[config.mk]
export PLATFORM = sky130hd
export DESIGN_NAME = sgpr_wb_buffer
export DESIGN_NICKNAME = d
export VERILOG_FILES = /design/src/rtl/sgpr_wb_buffer.sv
export SDC_FILE = /design/constraint.sdc
export NUM_CORES = 1
export LEC_CHECK = 0
export ABC_CLOCK_PERIOD_IN_PS = 5500
export CORE_UTILIZATION = 31
export DETAILED_ROUTE_END_ITERATION = 10
export PLACE_DENSITY = 0.55
export SETUP_SLACK_MARGIN = 0.2
export SKIP_LAST_GASP = 1
export SLEW_MARGIN = 20
export SYNTH_ARGS = -nofsm -noshare
export SYNTH_HDL_FRONTEND = slang
export SYNTH_SLANG_ARGS = --single-unit
[constraint.sdc]
create_clock -name clk -period 5.5 [get_ports clk]
set_clock_uncertainty 0.2 [all_clocks]
set_input_delay 1.65 -clock clk [delete_from_list [all_inputs] [get_ports clk]]
set_output_delay 1.65 -clock clk [all_outputs]
set_load 0.02 [all_outputs]
[src/rtl/sgpr_wb_buffer.sv]
// Scalar register write-back buffer: merges ALU and LSU write requests through a
// round-robin arbiter into a small FIFO that drives the SGPR file's single write port.
module sgpr_wb_buffer #(
    parameter int DEPTH = 4
) (
    input  logic                       clk,
    input  logic                       rst_n,
    input  logic                       a_valid,
    output logic                       a_ready,
    input  logic [8:0]                 a_addr,
    input  logic [1:0]                 a_en,
    input  logic [63:0]                a_data,
    input  logic                       b_valid,
    output logic                       b_ready,
    input  logic [8:0]                 b_addr,
    input  logic [3:0]                 b_en,
    input  logic [127:0]               b_data,
    input  logic                       wr_stall,
    output logic [8:0]                 wr0_addr,
    output logic [3:0]                 wr0_en,
    output logic [127:0]               wr0_data,
    output logic                       empty,
    output logic [$clog2(DEPTH):0]     level,
    output logic                       err_misalign,
    output logic [7:0]                 drop_cnt
);

    localparam int PW = $clog2(DEPTH);
    localparam logic [PW:0]   LVL_FULL = (PW + 1)'(DEPTH);
    localparam logic [PW-1:0] PTR_ONE  = PW'(1);

    logic [8:0]    mem_addr [DEPTH];
    logic [3:0]    mem_en   [DEPTH];
    logic [127:0]  mem_data [DEPTH];

    logic [PW-1:0] wr_ptr;
    logic [PW-1:0] rd_ptr;
    logic          prio_b;

    logic          grant_a;
    logic          grant_b;
    logic          a_legal;
    logic          b_legal;
    logic [8:0]    in_addr;
    logic [3:0]    in_en;
    logic [127:0]  in_data;
    logic          in_legal;
    logic          push;
    logic          drop;
    logic          pop;

    // Ready never looks at the pop path, so a full FIFO blocks even when draining.
    always_comb begin
        grant_a = 1'b0;
        grant_b = 1'b0;
        if (rst_n && (level < LVL_FULL)) begin
            if (a_valid && b_valid) begin
                grant_a = ~prio_b;
                grant_b = prio_b;
            end else if (a_valid) begin
                grant_a = 1'b1;
            end else if (b_valid) begin
                grant_b = 1'b1;
            end
        end
    end

    assign a_ready = grant_a;
    assign b_ready = grant_b;

    assign a_legal = (a_en == 2'b01) || ((a_en == 2'b11) && !a_addr[0]);
    assign b_legal = (b_en == 4'b0001)
                  || ((b_en == 4'b0011) && !b_addr[0])
                  || ((b_en == 4'b1111) && (b_addr[1:0] == 2'b00));

    always_comb begin
        in_addr  = b_addr;
        in_en    = b_en;
        in_data  = b_data;
        in_legal = b_legal;
        if (grant_a) begin
            in_addr  = a_addr;
            in_en    = {2'b00, a_en};
            in_data  = {64'h0, a_data};
            in_legal = a_legal;
        end
    end

    // Zero-enable requests are legal no-ops: neither queued nor counted.
    assign push = (grant_a || grant_b) && in_legal;
    assign drop = (grant_a || grant_b) && !in_legal && (in_en != 4'b0000);
    assign pop  = (level != '0) && !wr_stall;

    always_ff @(posedge clk) begin
        if (push) begin
            mem_addr[wr_ptr] <= in_addr;
            mem_en[wr_ptr]   <= in_en;
            mem_data[wr_ptr] <= in_data;
        end
    end

    always_ff @(posedge clk or negedge rst_n) begin
        if (!rst_n) begin
            wr_ptr       <= '0;
            rd_ptr       <= '0;
            level        <= '0;
            prio_b       <= 1'b0;
            wr0_addr     <= '0;
            wr0_en       <= '0;
            wr0_data     <= '0;
            err_misalign <= 1'b0;
            drop_cnt     <= '0;
        end else begin
            if (a_valid && b_valid && (grant_a || grant_b)) begin
                prio_b <= grant_a;
            end
            if (push) begin
                wr_ptr <= wr_ptr + PTR_ONE;
            end
            case ({push, pop})
                2'b10:   level <= level + 1'b1;
                2'b01:   level <= level - 1'b1;
                default: level <= level;
            endcase
            if (pop) begin
                rd_ptr   <= rd_ptr + PTR_ONE;
                wr0_addr <= mem_addr[rd_ptr];
                wr0_en   <= mem_en[rd_ptr];
                wr0_data <= mem_data[rd_ptr];
            end else begin
                wr0_en <= 4'b0000;
            end
            if (drop) begin
                err_misalign <= 1'b1;
                if (drop_cnt != 8'hFF) begin
                    drop_cnt <= drop_cnt + 8'd1;
                end
            end
        end
    end

    assign empty = (level == '0) && (wr0_en == 4'b0000);

endmodule

==> results.tsv, run 1 <==
metric	value	unit
cts_tree	built	
initial_core_util	31.4	%
ys_ff_latch	722	
ys_warn_count	0	
cp_cell_sequence	clkdlybuf4s50_1, nand2_1, nand3_4, clkinv_2, clkdlybuf4s50_1	
row_count	109	
drv_slew	0	
path_clk_slew	0.05	ns
grt_usage	14.4	%
viasPerCell	4.64	
clock-sinks	722	
ctsHoldBuffers	0	
final_cells	3095	
yosysSeqAreaShare	74.9	%
cp-start-kind	input pin	
synthTopCellsByCount	edfxtp_1, nand2_1, dfrtp_1	
io_buffers	376	
grt_max_degree	144	
crit_family	buffers and inverters	
maxSlewHeadroom	34.7	%
die-area	91200	um^2
area_growth	28.7	%
cp.arrival	3.10	ns
die-width	302	um
syn_area_per_cell	19.3	um^2
cts.htree.levels	3	
fin_hold_ws	0.303	ns
path_max_fanout	5	
cts_buffer_depth	3	
core	88800	um^2
drcViolationCount	20	
synthTopCellsByArea	edfxtp_1, dfrtp_1, mux4_2	
vias	14400	
outcome	complete, but fails checks	
die_h	302	um
drtAntennaViolNets	0	
hp-class	reg -> reg	
drt_iter0_drc	889	
final_nets	2093	
antenna_found_initial	0	
netlist_instances	1442	
power_leakage	12.4	nW
fmax	202	MHz
violations	DRC	
powerDensity	496	nW/um^2
fin_crit	4.95	ns
required	3.65	ns
dr.pass1.iters	10	
synth_top_cell_by_area	edfxtp_1	
synth_area	27900	um^2
hold_viol	0	
regArea	20900	um^2
post_route_cells_drive_above_1_share	23.6	%
ctsResizeCount	0	
gp_congestion	0.724	
crit_path_end_kind	output pin	
final-setup-viol-count	0	
post-route-util	40.4	%
cp_slowest_cell	clkdlybuf4s50_1	
rsz0062_at_grt	no	
path_buf_inv	3	
finalSetupTns	0	ns
grt-ovfl-total	0	
drv_cap	0	
yosysMostFrequentCell	edfxtp_1	
ys_dominant_reg_cell	edfxtp_1	
critPathMaxStageDelay	0.57	ns
grt_pass1_vias	15300	
multi_input_area	6610	um^2
ys_async_sr_fraction	21.9	%
synthesis.nets	1670	
post_drt_wl_per_cell	21.1	um
hpwl	40000	um
peakVddDrop	0.000249	V
root_buffer	clkbuf_16	
grt_pass1_wl	97300	um
crit_top_cell	clkdlybuf4s50_1	
wirelength	65500	um
dp_cells	2947	
diodes	0	
synth_top_area_share	60.7	%
cts_made_buffers	80	
worstMarginPinSlew	0.979	ns
io_pins	377	
synth_cell_types	43	
crit_type	in -> out	
fin_crit_sh	90.1	%
cts_setup_buffers	0	
fillCellCount	7901	
clk_latency	0.60	ns
synth_edf_count	564	
[worst register-to-register path, cell delays in order (launching register included)]
cell,delay [ns]
dfrtp_1,0.47
nor2b_4,0.09
nand3_4,0.12
buf_12,0.46
o211ai_1,0.27
a21oi_4,0.31
and2_4,0.61
buf_12,0.33
[cell usage in the layout (no fill, tap or decap), types with 19 or more instances in the layout]
cell type / count
and2_1: 72
buf_4: 19
clkbuf_1: 20
clkbuf_16: 83
clkdlybuf4s50_1: 375
dfrtp_1: 156
edfxtp_1: 564
mux2_2: 140
mux4_2: 141
nand2_1: 223
[area by class of cell]
| cell class | instances | area share (%) |
|---|---|---|
| well taps | 1165 | 4.06 |
| clock buffers | 113 | 6.38 |
| repair buffers | 411 | 11.8 |
| clock inverters | 34 | 1.08 |
| flip-flops and latches | 722 | 58.2 |
| inverters | 9 | 0.0976 |
| multi-input cells | 641 | 18.4 |
[routing by layer]
layer	track usage, %	vias up	part of all wire, %
met5	0	-	0
met3	2.23	80	4.4
met4	4.15	0	1.8
met2	24.3	340	50
li1	-	6419	-
met1	19.3	7515	44
[stage by stage]
stage	cell area, um^2	setup WS, ns	power (mW)
3_3_place_gp	33200	0.491	12.6
2_1_floorplan	27900	0.632	10.4
3_5_place_dp	33200	0.411	12.7
4_1_cts	35900	0.526	18.1
6_report	35900	0.546	17.8
5_1_grt	35900	0.473	18.7
[state kept, by name, summed over array words and instances (netlist names)]
signal        flops
mem_en           16
rd_ptr            2
drop_cnt          8
wr0_addr          9
mem_addr         36
wr0_en            4
mem_data        512
wr0_data        128
level             3
wr_ptr            2
prio_b            1
err_misalign      1
[worst paths after layout]
| kind | cells past startpoint | start | slack (ns) | to |
|---|---|---|---|---|
| min in group asynchronous | 1 | rst_n | 0.64 | wr0_data[94] |
| max in group asynchronous | 3 | rst_n | 2.77 | rd_ptr[1] |
| min | 1 | wr0_data[12] | 0.30 | wr0_data[12] |
| min reg2reg | 1 | wr0_data[12] | 0.30 | wr0_data[12] |
| max | 5 | b_valid | 0.55 | a_ready |
| max reg2reg | 7 | level[2] | 2.28 | mem_data[0][28] |
[power by group]
part	total, mW	internal, mW	switching (mW)
clock	5.36	3.25	2.12
combinational	5.23	2.71	2.52
sequential	7.21	6.71	0.497
[kinds of logic (layout without fill, tap and decap cells)]
kind of cell               Yosys count  after routing  share of synthesized area [%]
DFF                                722            722                           74.9
and+or+nand+nor                    327            327                           5.37
muxes                              284            284                           17.2
buffers and inverters               79            567                           1.51
xor gates and xnor gates            12             12                          0.377
AOI/OAI and AO/OA                   11             11                          0.359
adders and majority gates            7              7                          0.341
(Power assumes the default switching activity.)
==> run 2, diff against run 1 <==
--- a/config.mk
+++ b/config.mk
@@ -6,9 +6,9 @@
 export NUM_CORES = 1
 export LEC_CHECK = 0
 export ABC_CLOCK_PERIOD_IN_PS = 5500
-export CORE_UTILIZATION = 31
+export CORE_UTILIZATION = 50
 export DETAILED_ROUTE_END_ITERATION = 10
-export PLACE_DENSITY = 0.55
+export PLACE_DENSITY = 0.8
 export SETUP_SLACK_MARGIN = 0.2
 export SKIP_LAST_GASP = 1
 export SLEW_MARGIN = 20
==> run 2 against run 1 <==
Non-clock buffer count rose by 3; the flow now finishes without violations; via count rose by 2.2%; fmax barely moved; power fell by 3.6%; final cell count fell by 14%; register-to-register slack got worse by 0.24 ns; critical path depth did not move; wire length fell by 7.5%; sequential cell count did not move; cell area fell by 2.4%; critical path type unchanged.
==> results.tsv, run 2 (synthesis gave the netlist of run 1 again) <==
metric	value	unit	change
dp_cells	2534		was 2947
hold_viol	0		unchanged
fin_crit_sh	90.1	%	about the same
die-width	238	um	was 302 um
grt-ovfl-total	0		unchanged
powerDensity	489	nW/um^2	was 496 nW/um^2
top_register	mem_data		unchanged
grt_pass1_wl	91700	um	was 97300 um
cts_buffer_depth	3		unchanged
post_drt_wl_per_cell	22.7	um	was 21.1 um
maxSlewHeadroom	33.0	%	was 34.7%
viasPerCell	5.50		was 4.64
io_buffers	376		unchanged
fin_crit	4.96	ns	was 4.95 ns
critPathMaxStageDelay	0.69	ns	was 0.57 ns
peakVddDrop	0.000617	V	was 0.000249 V
clock-sinks	722		unchanged
grt_usage	21.7	%	was 14.4%
root_buffer	clkbuf_16		unchanged
path_buf_inv	3		unchanged
die_h	238	um	was 302 um
r2r_start	level[2]		unchanged
drt_iter0_drc	1000		was 889
post-route-util	63.6	%	was 40.4%
cp-start-kind	input pin		unchanged
drcViolationCount	0		was 20
hp-class	reg -> reg		unchanged
clk_latency	0.60	ns	about the same
gp_congestion	0.768		was 0.724
post-place-ws	0.412	ns	was 0.411 ns
crit_type	in -> out		unchanged
largest_reg_flops	512		unchanged
final_nets	2089		was 2093
path_clk_slew	0.06	ns	was 0.05 ns
initial_core_util	50.6	%	was 31.4%
post_route_cells_drive_above_1_share	23.0	%	was 23.6%
final_cells	2670		was 3095
worstMarginPinSlew	1.00	ns	was 0.979 ns
core	55100	um^2	was 88800 um^2
vias	14700		was 14400
drv_slew	0		unchanged
ctsResizeCount	0		unchanged
crit_top_cell	clkdlybuf4s50_1		unchanged
die-area	56700	um^2	was 91200 um^2
reg2reg_depth	8		was 7
grt_max_degree	144		unchanged
fin_hold_ws	0.283	ns	was 0.303 ns
crit_path_end_kind	output pin		unchanged
drv_cap	0		unchanged
rsz0062_at_grt	no		unchanged
cts_setup_buffers	0		unchanged
row_count	86		was 109
final-setup-viol-count	0		unchanged
hpwl	37000	um	was 40000 um
r2r_slack	2.04	ns	was 2.28 ns
fmax	202	MHz	about the same
final_cell_mix	edfxtp_1, clkdlybuf4s50_1, nand2_1, dfrtp_1, mux4_2		unchanged
finalSetupTns	0	ns	unchanged
area_growth	25.7	%	was 28.7%
cts_tree	built		unchanged
cp_cell_sequence	clkdlybuf4s50_1, nand2_1, nand3_4, clkinv_2, clkdlybuf4s50_1		unchanged
rr_endpoint	mem_data[2][104]		was mem_data[0][28]
path_max_fanout	5		unchanged
drtAntennaViolNets	0		unchanged
cp.arrival	3.11	ns	was 3.10 ns
grt_pass1_vias	15400		was 15300
cp_slowest_cell	clkdlybuf4s50_1		unchanged
cp-startpoint	b_valid		unchanged
required	3.65	ns	about the same
cts_made_buffers	73		was 80
top_regs	mem_data (512), wr0_data (128), mem_addr (36)		unchanged
endpoint	a_ready		unchanged
outcome	completed		was complete, but fails checks
ctsHoldBuffers	0		unchanged
io_pins	377		unchanged
final_common_cell	edfxtp_1		unchanged
dr.pass1.iters	5		was 10
wirelength	60500	um	was 65500 um
cts.htree.levels	3		unchanged
power_leakage	12.3	nW	was 12.4 nW
crit_family	buffers and inverters		unchanged
cp.depth	5		unchanged
antenna_found_initial	4		was 0
worst_slack	0.544	ns	was 0.546 ns
run 2: power breakdown:
group / internal [mW] / switching (mW)
clock network: 2.84 / 1.97
registers: 6.71 / 0.531
logic: 2.68 / 2.42
total: 12.2 / 4.92
run 2: layer usage:
metal / GRT usage [%] / routed length (um) / vias up
li1: - / - / 6390
met1: 29.2 / 24600 / 7685
met2: 36.0 / 30600 / 516
met3: 4.36 / 3950 / 81
met4: 6.93 / 1290 / 2
met5: 0 / 13 / -
run 2: worst min path at each step:
stage | startpoint | end | slack (ns) | depth (start not counted)
after CTS | err_misalign | err_misalign | 0.28 | 1
after floorplan | prio_b | prio_b | 0.29 | 1
final | err_misalign | err_misalign | 0.28 | 1
after global placement | err_misalign | err_misalign | 0.25 | 1
after global routing | err_misalign | err_misalign | 0.31 | 1
after detailed placement | err_misalign | err_misalign | 0.26 | 1
run 2: through the flow:
step           cell area (um^2)  power [mW]
2_1_floorplan             27900        10.4
3_3_place_gp              32700        12.4
3_5_place_dp              32700        12.5
4_1_cts                   35000        17.3
5_1_grt                   35100        17.9
6_report                  35100        17.2
run 2: cell type report:
class,count,area (um^2)
Multi-Input combinational cell,641,6610
Clock inverter,24,176
Timing Repair Buffer,414,4210
Antenna cell,2,5.00
Sequential cell,722,20900
Clock buffer,110,2180
Tap cell,748,936
Inverter,9,35.0
Fill cell,3735,20000
run 2: worst reg2reg max path, delay by kind of cell, from the launching register on:
family / cells / cell delay (ns)
AND/OR/NAND/NOR: 4 / 1.11
AO/OA/AOI/OAI: 1 / 0.29
flip-flops: 1 / 0.45
buffers and inverters: 3 / 1.09
==> run 3, diff against run 2 <==
--- a/config.mk
+++ b/config.mk
@@ -8,6 +8,7 @@
 export ABC_CLOCK_PERIOD_IN_PS = 5500
 export CORE_UTILIZATION = 50
 export DETAILED_ROUTE_END_ITERATION = 10
+export MAX_ROUTING_LAYER = met4
 export PLACE_DENSITY = 0.8
 export SETUP_SLACK_MARGIN = 0.2
 export SKIP_LAST_GASP = 1
==> run 3 against run 2 <==
Global-route usage increased by 0.71 points; wire length barely moved; register-to-register slack is essentially flat; clock power hardly changed; fmax up 0.11%; sequential share of layout area barely moved; power barely moved; sequential cell count did not move; first-iteration DRC count is 3.1% higher; final cell count about the same; largest power group unchanged.
==> results.tsv, run 3 (synthesis gave the netlist of run 1 again) <==
metric	value	unit	change
cp.arrival	3.10	ns	was 3.11 ns
hpwl	37000	um	unchanged
peakVddDrop	0.000617	V	about the same
powerDensity	489	nW/um^2	about the same
drcViolationCount	0		unchanged
die-area	56700	um^2	unchanged
cts_buffer_depth	3		unchanged
fin_crit	4.95	ns	was 4.96 ns
r2r_slack	2.05	ns	was 2.04 ns
r2r_start	level[2]		unchanged
initial_core_util	50.6	%	unchanged
drv_cap	0		unchanged
reg2reg_depth	8		unchanged
total_power	17.2	mW	about the same
drt_iter0_drc	1031		was 1000
outcome	completed		unchanged
clk_latency	0.60	ns	about the same
grt_pass1_wl	91800	um	was 91700 um
fin_crit_sh	90.0	%	was 90.1%
wirelength	60500	um	about the same
hold_viol	0		unchanged
finalSetupTns	0	ns	unchanged
required	3.65	ns	about the same
top_regs	mem_data (512), wr0_data (128), mem_addr (36)		unchanged
io_pins	377		unchanged
crit_top_cell	clkdlybuf4s50_1		unchanged
largest_reg_flops	512		unchanged
antenna_found_initial	4		unchanged
cts.htree.levels	3		unchanged
drtAntennaViolNets	0		unchanged
grt_usage	22.4	%	was 21.7%
gp_congestion	0.778		was 0.768
min-delay-start	err_misalign		unchanged
final_area	35100	um^2	about the same
post_route_cells_drive_above_1_share	23.0	%	unchanged
ctsResizeCount	0		unchanged
viasPerCell	5.49		was 5.50
row_count	86		unchanged
worstHoldPathCells	1		unchanged
final_common_cell	edfxtp_1		unchanged
rsz0062_at_grt	no		unchanged
critPathMaxStageDelay	0.69	ns	about the same
vias	14700		about the same
cts_setup_buffers	0		unchanged
clock-sinks	722		unchanged
cts_tree	built		unchanged
cp_cell_sequence	clkdlybuf4s50_1, nand2_1, nand3_4, clkinv_2, clkdlybuf4s50_1		unchanged
hold_end	err_misalign		unchanged
rr_endpoint	mem_data[2][104]		unchanged
grt_pass1_vias	15400		about the same
maxSlewHeadroom	33.2	%	was 33.0%
dp_cells	2534		unchanged
dpl-instance-area	32700	um^2	unchanged
final-setup-viol-count	0		unchanged
grt-ovfl-total	0		unchanged
power_leakage	12.3	nW	unchanged
dr.pass1.iters	5		unchanged
hp-class	reg -> reg		unchanged
fmax	202	MHz	about the same
io_buffers	376		unchanged
crit_type	in -> out		unchanged
top_register	mem_data		unchanged
final_cells	2672		was 2670
final_cell_mix	edfxtp_1, clkdlybuf4s50_1, nand2_1, dfrtp_1, mux4_2		unchanged
ctsHoldBuffers	0		unchanged
cp-start-kind	input pin		unchanged
path_max_fanout	5		unchanged
cp_slowest_cell	clkdlybuf4s50_1		unchanged
grt_max_degree	144		unchanged
final_nets	2089		unchanged
post_drt_wl_per_cell	22.6	um	was 22.7 um
cts_made_buffers	73		unchanged
core	55100	um^2	unchanged
path_clk_slew	0.06	ns	about the same
area_growth	25.7	%	about the same
crit_path_end_kind	output pin		unchanged
root_buffer	clkbuf_16		unchanged
worstMarginPinSlew	1.00	ns	about the same
die_h	238	um	unchanged
die-width	238	um	unchanged
post-route-util	63.6	%	about the same
drv_slew	0		unchanged
## run 3: cell count changes in the layout (fill, tap and decap cells not counted)
| cell | before | now |
|---|---|---|
| diode_2 | 2 | 4 |
## run 3: report_power, final
part | internal, mW | total [mW] | leakage [nW] | switching [mW]
sequential | 6.71 | 7.24 | 6.94 | 0.529
clock | 2.84 | 4.81 | 1.17 | 1.96
combinational | 2.68 | 5.10 | 4.20 | 2.43
total | 12.2 | 17.2 | 12.3 | 4.92
## run 3: area by class of cell
type,count,area [um^2]
clock inverters,24,176
diodes,4,10.0
clock buffers,110,2180
repair buffers,414,4210
inverters,9,35.0
multi-input cells,641,6610
flip-flops and latches,722,20900
well taps,748,936
fillers,3736,20000
## run 3: stage by stage
stage / setup WS [ns] / hold WS, ns
5_1_grt: 0.450 / 0.305
3_3_place_gp: 0.482 / 0.255
2_1_floorplan: 0.632 / 0.288
6_report: 0.549 / 0.284
3_5_place_dp: 0.412 / 0.262
4_1_cts: 0.507 / 0.284
## run 3: critical path, delay by kind of cell
kind          cells  cell delay, ns
buf+inv           3            1.23
simple gates      2            0.22
## run 3: how the worst max path moves through the flow
stage / startpoint / to / slack [ns] / depth (start not counted)
after floorplan: b_en[2] / mem_addr[0][0] / 0.63 / 5
after global placement: b_valid / mem_data[0][113] / 0.48 / 9
after detailed placement: b_valid / mem_data[2][107] / 0.41 / 9
after CTS: b_valid / a_ready / 0.51 / 5
after global routing: b_valid / a_ready / 0.45 / 5
final: b_valid / a_ready / 0.55 / 5
## run 3: routing by layer
| metal | global-route usage (%) | share of wire [%] |
|---|---|---|
| met1 | 29.5 | 41 |
| met3 | 3.97 | 6.3 |
| met5 | - | 0 |
| met2 | 36.0 | 51 |
| met4 | 6.93 | 2.3 |
